`src/rtl/iter_shifter.sv`:
```
// Multi-cycle shift/rotate engine: moves the latched word one bit per clock, with valid/ready on both sides.
// Latency shift_amt+1 cycles from accept; the result is held in DONE until out_ready, and no new request is taken meanwhile.
module iter_shifter #(
    parameter int WIDTH = 4,
    parameter int AMT_W = $clog2(WIDTH)
) (
    input  logic             clk,
    input  logic             rst_n,
    input  logic             in_valid,
    output logic             in_ready,
    input  logic [WIDTH-1:0] data_in,
    input  logic [AMT_W-1:0] shift_amt,
    input  logic             dir,
    input  logic             rotate,
    output logic             out_valid,
    input  logic             out_ready,
    output logic [WIDTH-1:0] data_out,
    output logic             busy
);

    typedef enum logic [1:0] {
        S_IDLE  = 2'd0,
        S_SHIFT = 2'd1,
        S_DONE  = 2'd2
    } state_t;

    localparam logic [AMT_W-1:0] AMT_ONE = AMT_W'(1);

    state_t           r_state;
    state_t           w_state_nxt;
    logic [WIDTH-1:0] r_data;
    logic [AMT_W-1:0] r_count;
    logic             r_dir;
    logic             r_rot;
    logic [WIDTH-1:0] w_shl;
    logic [WIDTH-1:0] w_shr;

    // The fill bit is the one falling off the far end when rotating, zero otherwise.
    assign w_shl = {r_data[WIDTH-2:0], r_rot ? r_data[WIDTH-1] : 1'b0};
    assign w_shr = {r_rot ? r_data[0] : 1'b0, r_data[WIDTH-1:1]};

    assign in_ready  = (r_state == S_IDLE);
    assign out_valid = (r_state == S_DONE);
    assign busy      = (r_state != S_IDLE);
    assign data_out  = r_data;

    always_ff @(posedge clk or negedge rst_n) begin
        if (!rst_n) begin
            r_state <= S_IDLE;
        end else begin
            r_state <= w_state_nxt;
        end
    end

    always_comb begin
        w_state_nxt = r_state;
        case (r_state)
            S_IDLE: begin
                if (in_valid) begin
                    w_state_nxt = (shift_amt == '0) ? S_DONE : S_SHIFT;
                end
            end
            S_SHIFT: begin
                if (r_count == AMT_ONE) begin
                    w_state_nxt = S_DONE;
                end
            end
            S_DONE: begin
                if (out_ready) begin
                    w_state_nxt = S_IDLE;
                end
            end
            default: w_state_nxt = S_IDLE;
        endcase
    end

    // Datapath keeps its value in IDLE and DONE unless a new request is accepted.
    always_ff @(posedge clk or negedge rst_n) begin
        if (!rst_n) begin
            r_data  <= '0;
            r_count <= '0;
            r_dir   <= 1'b0;
            r_rot   <= 1'b0;
        end else begin
            case (r_state)
                S_IDLE: begin
                    if (in_valid) begin
                        r_data  <= data_in;
                        r_count <= shift_amt;
                        r_dir   <= dir;
                        r_rot   <= rotate;
                    end
                end
                S_SHIFT: begin
                    r_data  <= r_dir ? w_shr : w_shl;
                    r_count <= r_count - AMT_ONE;
                end
                default: ;
            endcase
        end
    end

endmodule

```
`config.mk`:
```
export PLATFORM = sky130hd
export DESIGN_NAME = iter_shifter
export DESIGN_NICKNAME = d
export VERILOG_FILES = /design/src/rtl/iter_shifter.sv
export SDC_FILE = /design/constraint.sdc
export NUM_CORES = 1
export LEC_CHECK = 0
export ABC_AREA = 1
export BUFFER_PORTS_ARGS = -buffer_cell sky130_fd_sc_hd__buf_2
export CAP_MARGIN = 20
export CORE_AREA = 2 2 39 41
export DETAILED_ROUTE_END_ITERATION = 8
export DIE_AREA = 0 0 41 43
export HOLD_SLACK_MARGIN = 0.08
export PLACE_DENSITY = 0.7
export SYNTH_ARGS = -nofsm -noshare
export SYNTH_HDL_FRONTEND = slang
export SYNTH_SLANG_ARGS = --single-unit
```
`constraint.sdc`:
```
create_clock -name clk -period 2.9 [get_ports clk]
set_clock_uncertainty 0.1 [all_clocks]
set_input_delay 0.29 -clock clk [delete_from_list [all_inputs] [get_ports clk]]
set_output_delay 0.29 -clock clk [all_outputs]
set_load 0.005 [all_outputs]
```
Yosys cells after proc, flatten, opt, wreduce, memory -nomap -nowiden
Index checks and enable logic that the tools add are counted.

storage, ports and cells
  output and inout port bits = 7
  flip-flop bits (word level) = 10
  bits of input ports = 12
  word-level logic and storage cells = 31

operators by class
  reduce and logical (&&, ||, !) cells = 7
  muxes and demuxes = 12
  add/sub/neg operators = 1
  eq/ne operators = 6

operator list
  kind                 count
  $mux 2               5
  $mux 4               2
  $pmux 4 s2           1
  $pmux 2 s3           1
  $eq 2x1->1 const B   2
  $logic_not 2->1      2
  $ne 2x2->1 const B   2
  $pmux 2 s2           1
  $reduce_and 2->1     2
  $reduce_bool 2->1    2
  $reduce_and 3->1     1
  $eq 2x2->1 const B   1
  $mux 1               2
  $ne 2x1->1 const B   1
  $sub 2x1->2 const B  1

Longest topological paths before layout
  depth in word-level cells = 4
  gate-level depth with buffers = 7
  mapped depth without buffers = 6

Least setup slack after synthesis
Ideal clock, no wire load.

  path type = register to register
  from = register r_state[0]
  to = register r_count[1]
  period minus slack after synthesis = 1,118 ps
  path slack = 1,782 ps
  path buffers = 1
  library setup time = 121 ps
  required time = 2,679 ps
  arrival time = 897 ps
  stages on the path, launching flop included = 6
  cell sequence = dfrtp_1 -> buf_4 -> o21ai_4 -> inv_2 -> nand2_1 -> o21ai_1

between the ends
  cells in the longest elaborated chain, start to end = 3
  elaborated cells between the ends (all ways) = 6
  classes of those cells = eq/ne (2); mux (1); reduce/logical (3)

ends and longest elaborated chain
  item                                                                     RTL line  source
  start, declared                                                          29        state_t r_state;
  start signal, assigned                                                   51        r_state <= w_state_nxt;
  $eq 2x1->1 / $logic_not 2->1 (equally long branches)                     85        case (r_state)
  $reduce_bool 2->1 (no source line) / $ne 2x2->1 (equally long branches)  --
  $reduce_and 2->1 (no source line)                                        --
  end signal, assigned                                                     89        r_count <= shift_amt;
  end signal, assigned                                                     96        r_count <= r_count - AMT_ONE;
  end, declared                                                            32        logic [AMT_W-1:0] r_count;

Several ways; a longest one is shown, not always the timed one.
A chain may end at the register's enable or synchronous reset.

Worst setup path after layout
  from = register r_state[0]
  to = output in_ready

between the ends
  cells in the longest elaborated chain, start to end = 1

ends and longest elaborated chain
  item             RTL line  source
  $logic_not 2->1  42        assign in_ready = (r_state == S_IDLE);
  end, declared    10        output logic in_ready,

No other way between the ends.

==> flow_metrics.env <==
export IMPL_drc=0
export IMPL_p_clk_share_pct=15.7
export IMPL_worstPathMaxFanout=8
export IMPL_first_pass_iters=4
export IMPL_maxCapViolCount=0
export IMPL_grt_max_degree=11
export IMPL_fmax_mhz=659
export IMPL_min_period_ns=1.52
export IMPL_switchingPower_mw=0.366
export IMPL_seq_area_frac_synth_pct=40.7
export IMPL_p_int_mw=0.444
export IMPL_clock_sinks=10
export IMPL_cts_root_buf="clkbuf_4"
export IMPL_grt_pass1_wl_um=2320
export IMPL_io_pins=19
export IMPL_startpoint="r_state[0]"
export IMPL_r2r_end="data_out[0]"
export IMPL_ys_seq_elements=10
export IMPL_finalWeightedCongestion=0.739
export IMPL_antenna_found_initial=0
export IMPL_diodes=0
export IMPL_holdWs_ns=0.175
export IMPL_synthCells=92
export IMPL_p_sw_share_pct=45.2
export IMPL_required_ns=2.51
export IMPL_wl_per_cell_um=10.4
export IMPL_final_cell_mix="nand2_1, buf_2, inv_1"
export IMPL_ant_nets=0
export IMPL_p_leak_nw=0.454
export IMPL_grt_usage_pct=19.6
export IMPL_io_buffers=18
export IMPL_synth_area_leaders="dfrtp_1, nand2_1, inv_1"
export IMPL_crit_chain="nor2_2 -> buf_2"
export IMPL_tightestPinTransition_ns=0.335
export IMPL_clk_pin_slew_worst_paths_ns=0.07
export IMPL_final_max_slew_viol_count=0
export IMPL_relSlewSlack_pct=77.7
export IMPL_ctsHtreeMaxLevel=1
export IMPL_layout_commonest_cell="nand2_1"
export IMPL_dieArea_um2=1760
export IMPL_finalHoldViolations=0
export IMPL_power_share_sequential_pct=34.4
export IMPL_insertion_delay_ns=0.27
export IMPL_worstSetupPathType="reg -> out"
export IMPL_power_density_nw_per_um2=1060
export IMPL_utilization_pct=55.2
export IMPL_yosysTopAreaCell="dfrtp_1"
export IMPL_end_kind="primary output"
export IMPL_holdCritPathClass="in -> reg"
export IMPL_netlist_area_leader_share_pct=40.7
export IMPL_yosysWarnings=0
export IMPL_rr_startpoint="r_state[0]"
export IMPL_num_nets_final=128
export IMPL_worstHoldPathCells=3
export IMPL_drive_gt1_share_pct=25.4
export IMPL_dp_hpwl_um=1070
export IMPL_crit_end="in_ready"
export IMPL_cts_buffers=3
export IMPL_tns_ns=0
export IMPL_layout_cells_non_filler=130
export IMPL_syn_area_per_cell_um2=6.69
export IMPL_arrival_ns=1.13
export IMPL_vdd_drop_max_mv=0.536
export IMPL_rsz0062_at_grt="no"
export IMPL_fp_dieW_um=41
export IMPL_slowest_stage="dfrtp_1"
export IMPL_rows=14
export IMPL_startpoint_type="register"
export IMPL_place_inst=125
export IMPL_r2r_cells=4
export IMPL_ff2ff_setup_slack_ns=1.66
export IMPL_setup_viol=0
export IMPL_cts_tree="yes"
export IMPL_p_comb_share_pct=49.8
export IMPL_first_global_vias=591
export IMPL_yosysUniqueCellTypes=17
export IMPL_crit_path_max_incr_delay_ns=0.50
export IMPL_syn_area_um2=616
export IMPL_drtIter0Drc=7
export IMPL_area_growth_pct=24.2
export IMPL_synth_nets=105
export IMPL_clockBufferDepth=2
export IMPL_period_share_pct=52.3
export IMPL_via_per_inst=4.80
export IMPL_initial_core_util_pct=44.5
export IMPL_gr_total_overflow=0
export IMPL_wl_um=1350
export IMPL_status="complete, no violations"
export IMPL_via_count=624
export IMPL_core_um2=1380
export IMPL_die_height_um=43
-- worst max-delay path, delay by kind of cell (launching register included) --
family	cells	cell delay, ns
flip-flops	1	0.50
AND/OR/NAND/NOR	1	0.22
buffers and inverters	1	0.15
-- cell type report --
class / instances / area [um^2]
fillers: 148 / 619
multi-input cells: 65 / 298
flip-flops and latches: 10 / 250
repair buffers: 19 / 100
inverters: 16 / 60.1
clock buffers: 4 / 36.3
well taps: 16 / 20.0
-- worst min-delay path by stage --
| stage | startpoint | endpoint | slack, ns |
|---|---|---|---|
| after detailed placement | rst_n | r_dir | 0.07 |
| after CTS | dir | r_dir | 0.18 |
| after global routing | rotate | r_rot | 0.19 |
| after global placement | rst_n | r_dir | 0.07 |
| after floorplan | rst_n | data_out[0] | -0.11 |
| final | dir | r_dir | 0.18 |
-- flip-flops by register name (all words and copies together) (netlist names) --
name      cells
data_out      4
r_count       2
r_dir         1
r_rot         1
r_state       2
-- cells by family after synthesis --
kind of cell / after synthesis / synth area share, %
DFF: 10 / 40.7
adders and majority gates: 1 / 2.03
and+or+nand+nor: 56 / 38.0
buffers and inverters: 17 / 11.0
AOI/OAI and AO/OA: 8 / 8.33
-- synth_stat cells (all sizes together) --
| master | number |
|---|---|
| o21ai | 3 |
| nand3b | 1 |
| nand2 | 38 |
| nand4 | 1 |
| inv | 14 |
| clkinv | 2 |
| a21oi | 5 |
| nand3 | 8 |
| ha | 1 |
| buf | 1 |
| nor2 | 8 |
| dfrtp | 10 |
-- repair_timing --
action,in CTS,in global routing
setup endpoints to repair,0,0
hold buffers,1,0
setup buffers,0,0
endpoints found under the hold margin,10,0
gates resized for setup,0,0
-- metrics by stage --
stage | cell area [um^2] | worst slack (ns) | power, mW
after floorplan | 616 | 1.78 | 0.568
after global placement | 718 | 1.68 | 0.677
after detailed placement | 718 | 1.67 | 0.688
after CTS | 764 | 1.37 | 0.821
after global routing | 764 | 1.30 | 0.905
final | 764 | 1.38 | 0.810
-- per-layer routing --
layer / global-route usage, % / vias up / share of wire, %
met5: 0 / - / 0
met2: 29.7 / 14 / 48
li1: - / 323 / -
met4: 10.0 / 0 / 1.9
met1: 24.6 / 283 / 45
met3: 4.71 / 4 / 4.7
-- power groups by stage --
| stage | logic, mW | registers [mW] | clock network (mW) |
|---|---|---|---|
| after floorplan | 0.312 | 0.256 | 0 |
| after CTS | 0.410 | 0.280 | 0.131 |
| after global routing | 0.477 | 0.288 | 0.140 |
| after detailed placement | 0.406 | 0.282 | 0 |
| after global placement | 0.398 | 0.278 | 0 |
| final | 0.403 | 0.279 | 0.128 |
(Power assumes the default switching activity.)
